## config.mk

```make
export PLATFORM = sky130hd
export DESIGN_NAME = vdf_3_seq
export DESIGN_NICKNAME = d
export VERILOG_FILES = /design/src/rtl/vdf_3_seq.sv
export SDC_FILE = /design/constraint.sdc
export NUM_CORES = 1
export LEC_CHECK = 0
export ABC_AREA = 1
export CORE_UTILIZATION = 57
export CTS_CLUSTER_SIZE = 14
export DETAILED_ROUTE_END_ITERATION = 8
export PLACE_DENSITY = 0.82
export SLEW_MARGIN = 40
export SYNTH_ARGS = -nofsm -noshare
export SYNTH_HDL_FRONTEND = slang
export SYNTH_SLANG_ARGS = --single-unit
```

## constraint.sdc

```tcl
create_clock -name CLK -period 3.43 [get_ports CLK]
set_input_delay 0.686 -clock CLK [delete_from_list [all_inputs] [get_ports CLK]]
set_output_delay 0.686 -clock CLK [all_outputs]
set_load 0.03 [all_outputs]
```

## src/rtl/vdf_3_seq.sv

```systemverilog
// Sequencer for the three-stage gated DFF pipeline. It tracks operations through the stages,
// drives the stage gates in each operation's slot and buffers the pipeline outputs in a FIFO.
module vdf_3_seq #(
    parameter int FIFO_DEPTH = 8
) (
    input  logic       CLK,
    input  logic       RSTN,
    input  logic       REQ_V,
    output logic       REQ_RDY,
    input  logic [1:0] REQ_OP,
    input  logic [2:0] REQ_MASK,
    output logic       D,
    output logic       E,
    output logic       C,
    output logic       B,
    output logic       A,
    input  logic       OUT,
    output logic       RES_V,
    input  logic       RES_RDY,
    output logic       RES,
    output logic       BUSY
);
    localparam int AW = $clog2(FIFO_DEPTH);

    // Valid bits for stages S0..S3. Each stage keeps only the mask bits still ahead of it.
    logic [3:0]    s_v;
    logic [2:0]    s0_m;
    logic [2:1]    s1_m;
    logic          s2_a;

    logic          mem [FIFO_DEPTH];
    logic [AW-1:0] wr_ptr, rd_ptr;
    logic [AW:0]   count;
    logic [AW+1:0] occ;
    logic          accept, push, pop;

    // Admission counts every operation in flight plus every result still buffered.
    // A pop in the same cycle is not credited, so the FIFO cannot overflow.
    assign occ = (AW+2)'(s_v[0]) + (AW+2)'(s_v[1]) + (AW+2)'(s_v[2]) + (AW+2)'(s_v[3])
               + (AW+2)'(count);
    assign REQ_RDY = occ < (AW+2)'(FIFO_DEPTH);
    assign accept  = REQ_V & REQ_RDY;
    assign push    = s_v[3];
    assign pop     = RES_V & RES_RDY;

    always_ff @(posedge CLK or negedge RSTN) begin
        if (!RSTN) begin
            s_v  <= '0;
            s0_m <= '0;
            s1_m <= '0;
            s2_a <= 1'b0;
            D    <= 1'b1;
            E    <= 1'b1;
            C    <= 1'b0;
            B    <= 1'b0;
            A    <= 1'b0;
        end else begin
            s_v    <= {s_v[2:0], accept};
            s0_m   <= REQ_MASK;
            s1_m   <= s0_m[2:1];
            s2_a   <= s1_m[2];
            // The operand enters the NAND in the cycle right after the accept edge.
            {D, E} <= accept ? REQ_OP : 2'b11;
            C      <= s_v[0] & s0_m[0];
            B      <= s_v[1] & s1_m[1];
            A      <= s_v[2] & s2_a;
        end
    end

    always_ff @(posedge CLK or negedge RSTN) begin
        if (!RSTN) begin
            wr_ptr <= '0;
            rd_ptr <= '0;
            count  <= '0;
        end else begin
            if (push) wr_ptr <= wr_ptr + 1'b1;
            if (pop)  rd_ptr <= rd_ptr + 1'b1;
            count <= count + (AW+1)'(push) - (AW+1)'(pop);
        end
    end

    always_ff @(posedge CLK) begin
        if (push) mem[wr_ptr] <= OUT;
    end

    assign RES_V = (count != '0);
    assign RES   = RES_V & mem[rd_ptr];
    assign BUSY  = (|s_v) | RES_V;

endmodule

```

Word-level counts from Yosys, hierarchy flattened
Memories as Yosys holds them, arrays and structs flattened.
Index checks and enable logic that the tools add are counted.
{"block": "totals", "register_bits": 25, "memories": 1, "ramBits": 8, "output_inout_bits": 9, "wordCells": 34}
{"memory": "mem", "depth": 8, "width": 1, "rd": 1, "rd_ports_with_merged_regs": 0, "wr": 1, "line": "31", "text": "logic mem [FIFO_DEPTH];"}
{"block": "classes", "bitwise": 7, "addsub": 8, "n_reduce_logical": 2, "mux": 3, "order_cmp": 1}
{"operator": "adder 3 x 1 -> 3 bit, second input constant", "n": 2}
{"operator": "AND 1 bit", "n": 6}
{"operator": "adder 4 x 4 -> 5 bit", "n": 1}
{"operator": "< comparator 5 x 4 -> 1 bit, second input constant", "n": 1}
{"operator": "adder 3 x 1 -> 4 bit", "n": 1}
{"operator": "adder 4 x 1 -> 4 bit", "n": 1}
{"operator": "nonzero test 4 bit", "n": 1}
{"operator": "OR reduction 4 bit", "n": 1}
{"operator": "subtractor 4 x 1 -> 4 bit", "n": 1}
{"operator": "adder 2 x 1 -> 3 bit", "n": 1}
{"operator": "adder 1 x 1 -> 2 bit", "n": 1}
{"operator": "two-way mux 1 bit", "n": 2}
{"operator": "two-way mux 2 bit", "n": 1}
{"operator": "OR 1 bit", "n": 1}

Logic depth before layout (Yosys ltp)
Gate-level depths: netlist of run 1.
{"block": "logic_depth", "ltp_word": 7, "mapped_depth": 11, "ltp_nobuf": 11}

Least setup slack after synthesis of run 1
Ideal clock, no wire load.
{"block": "synth_path", "path_type": "register to output", "from": "register s_v[0]", "to": "output port REQ_RDY", "t_arrival_ns": 1.684, "slack_ns": 1.060, "stages_incl_launch_ff": 8, "path_cell_list": "dfrtp_1 > fa_1 > ha_1 > nand2_1 > nand2_1 > a21oi_1 > nor2_2 > nor2_4"}
{"block": "synth_between", "elab_chain_len": 5}
{"item": "from (decl)", "line": "26", "text": "logic [3:0] s_v;"}
{"item": "from (signal assigned)", "line": "58", "text": "s_v <= {s_v[2:0], accept};"}
{"item": "adder 1 x 1 -> 2 bit", "line": "39", "text": "assign occ = (AW+2)'(s_v[0]) + (AW+2)'(s_v[1]) + (AW+2)'(s_v[2]) + (AW+2)'(s_v[3])"}
{"item": "adder 2 x 1 -> 3 bit", "line": "39"}
{"item": "adder 3 x 1 -> 4 bit", "line": "39"}
{"item": "adder 4 x 4 -> 5 bit", "line": "40", "text": "+ (AW+2)'(count);"}
{"item": "< comparator 5 x 4 -> 1 bit", "line": "41", "text": "assign REQ_RDY = occ < (AW+2)'(FIFO_DEPTH);"}
{"item": "to (decl)", "line": "9", "text": "output logic REQ_RDY,"}
Every way passes these cells.

Worst setup path after layout of run 1
{"block": "layout_path", "from": "register s_v[3]", "to": "output port REQ_RDY"}
{"block": "layout_between", "elab_chain_len": 3}
{"item": "adder 3 x 1 -> 4 bit", "line": "39"}
{"item": "adder 4 x 4 -> 5 bit", "line": "40"}
{"item": "< comparator 5 x 4 -> 1 bit", "line": "41"}
Every way passes these cells.

==> metrics.txt, run 1 <==
# setup viols final 0; fraction of registers with async set/reset 75.8%; top cells by count, synth 25 x nand2_1, 23 x dfrtp_1, 23 x inv_1; Min-Delay Path Class primary input to asynchronous set/reset pin; Clock Latency Late Sink 0.33 ns; Main synth FF type dfrtp_1; Comb pwr share 45.8%; share of layout cells above drive strength 1 11.4%; Placed Cells 188; Iter 0 DRT Violations 2; CTS buffer count 5; Core ar. 2450 um2; H-Tree Depth 2; # IOs 19; slowest CP cell dfrtp_1; post-route core utilization 71.0%; sw frac 42.1%; nature of the critical path endpoint primary output; top cells by area, synth dfrtp_1 39%, edfxtp_1 16%, ha_1 9.4%; Synth Area in XOR/XNOR 2.98%; critical path peak fanout 8; CP dominant cell by count nand2_1; Die Area 2780 um2; Pint 0.888 mW; max-slew violations 0; switching power 0.645 mW; minimum clock period 3.16 ns; Yosys reg bits 33; Static Leak 0.845 nW; Sink Count 33; peak per-stage delay on the critical path 0.49 ns; register area share after synthesis 59.1%; Buf+Inv Stages, Crit Path 1; routed vias/inst 4.84; count of cell types in the netlist 23; Final Net Count 188; via count 949; largest family of logic cells by synthesized area simple AND/OR/NAND/NOR gates; Tcrit/Tclk final 92.1%; TritonCTS clock tree built; Maximum Capacitance Violations 0; first-pass GRT wire length 3880 um; Die Y 52.8 um; Hold Buf Count CTS 0; post-synthesis cell count 139; status completed; DP HPWL 1850 um; Fmax 0.317 GHz; crit-path cells fa_1, ha_1, nand2_1, nand2_1, a21oi_1, nor2_2, nor2_4, dlygate4sd2_1; initial antenna violation count 0; VDD IR-drop max 0.759 mV; RSZ-0062 raised after global routing false; clock power share 13.3%; Slew @ Worst Pin 0.512 ns; hold violation total from the final report 0; complex-gate fraction of the synthesized area 3.24%; vias in the first global route 944; ant diodes 0; YS warnings 0; Root Driver clkbuf_4; drt wl/cell 12.0 um; Top Family by Delay on Critical Path adder cells; DRT Wirelength 2350 um; power density cells 880 nW/um2; largest area contributor in the netlist dfrtp_1; Worst EP required 2.74 ns; Layout Cells excl Fill 196; post-synthesis simple-gate area fraction 16.2%; arrival time worst endpoint 2.47 ns; PortBufs 18; global placement routability congestion 0.758; Clk pin slew, worst setup/hold paths 0.10 ns; Post-Syn Area 1470 um2; Layout area overhead 18.7%; Setup CP Type flip-flop to primary output; Synth Area in Adders 12.1%; Clock Tree Buf Depth 2; post-synth top area share 39.2%; row count 18; die span in x 52.8 um; most common cell in the netlist nand2_1; CP startpoint kind flip-flop; Max Clock Skew 0.00981 ns; first-pass iteration count of the detailed router 5; multiplexer share of the synthesized area 0%; sequential fraction of design power 40.9%; All-Layer GR Usage 21.2%; Initial Utilization 59.8%; grt ovf 0; Post-synth EDFFs 8; Slew Limit Headroom 65.8%; syn_area_per_cell 10.6 um2; drc violations 0; Synth Net Count 162; Routed Antenna Nets 0; Final TNS setup 0 ns; pin count of the biggest net entering global routing 25
==> worst reg2reg max path, stage by stage, from the launching register on <==
cell	delay [ns]
dfrtp_1	0.43
inv_1	0.09
ha_1	0.17
nand3_2	0.13
nand2_2	0.12
inv_2	0.05
ha_1	0.26
inv_1	0.06
ha_1	0.16
inv_1	0.06
fa_1	0.37
xnor2_1	0.14
==> power groups by stage <==
stage / Sequential (mW) / Combinational, mW / Clock, mW
CTS: 0.630 / 0.712 / 0.211
floorplan: 0.637 / 0.488 / 0
finish: 0.628 / 0.701 / 0.204
detailed placement: 0.637 / 0.720 / 0
global route: 0.646 / 0.791 / 0.227
global placement: 0.628 / 0.670 / 0
==> path summary, 6_finish.rpt <==
kind	start	endpoint	slack, ns	depth (start not counted)
worst max-delay path	s_v[3]	REQ_RDY	0.27	8
min in group CLK	s1_m[2]	s2_a	0.36	0
max in group asynchronous	RSTN	E	2.59	2
worst max register to register	count[2]	count[2]	1.28	11
worst min register to register	s1_m[2]	s2_a	0.36	0
worst min-delay path	RSTN	s_v[2]	0.31	1
==> routing by layer <==
layer,vias to the layer above,share of wire [%],wire (um),track usage (%)
li1,480,-,-,-
met1,443,40,937,22.1
met3,9,4.2,98,8.12
met2,17,53,1240,36.7
met4,0,3.1,73,10.5
met5,-,0,0,0
==> flip-flops by register name, summed over array words and instances (netlist names) <==
| register | cells |
|---|---|
| mem | 8 |
| count | 4 |
| s_v | 4 |
| rd_ptr | 3 |
| s0_m | 3 |
| wr_ptr | 3 |
| s1_m | 2 |
| A | 1 |
| B | 1 |
| C | 1 |
| D | 1 |
| E | 1 |
| s2_a | 1 |
==> cells in the final DEF, fill, tap and decap left out, types with 2 or more instances in the layout <==
cell,instances
clkinv_2,2
dfstp_2,2
nand2_1,25
a21oi_1,2
inv_2,2
ha_1,11
nor2_1,16
dfrtp_1,23
fa_1,2
clkbuf_4,5
xnor2_1,3
nand3_1,5
clkdlybuf4s50_1,16
edfxtp_1,8
o21ai_1,2
xor2_1,2
nand2_2,2
o21ai_0,4
inv_1,23
==> per-stage QoR <==
stage	power (mW)	hold WS [ns]	worst slack [ns]	area, um2
after floorplan	1.13	0.331	1.06	1470
after global placement	1.30	0.337	0.453	1690
final	1.53	0.309	0.272	1740
after detailed placement	1.36	0.339	0.341	1690
after global routing	1.66	0.337	0.114	1740
after CTS	1.55	0.321	0.234	1740
==> cell type report <==
class | instances | area [um2]
Clock buffer | 5 | 37.5
Sequential cell | 33 | 868
Clock inverter | 3 | 17.5
Tap cell | 30 | 37.5
Fill cell | 183 | 712
Inverter | 25 | 93.8
Multi-Input combinational cell | 81 | 507
Timing Repair Buffer | 19 | 181
==> cells by family after synthesis <==
logic type / after synthesis
simple gates: 54
flops: 33
buf+inv: 25
fa+ha+maj: 13
compound gates: 9
xor+xnor: 5
==> repair_timing <==
item	CTS	global route
buffers inserted	0	0
setup endpoints to repair	1	0
resized for setup	1	0
Power figures use the tool's default switching activity.
==> run 2: changes to the inputs <==
--- a/config.mk
+++ b/config.mk
@@ -6,6 +6,7 @@
 export NUM_CORES = 1
 export LEC_CHECK = 0
 export ABC_AREA = 1
+export CAP_MARGIN = 20
 export CORE_UTILIZATION = 57
 export CTS_CLUSTER_SIZE = 14
 export DETAILED_ROUTE_END_ITERATION = 8
==> results of run 2 <==
Same layout as run 1: the final DEF is identical, and so are final timing and power.
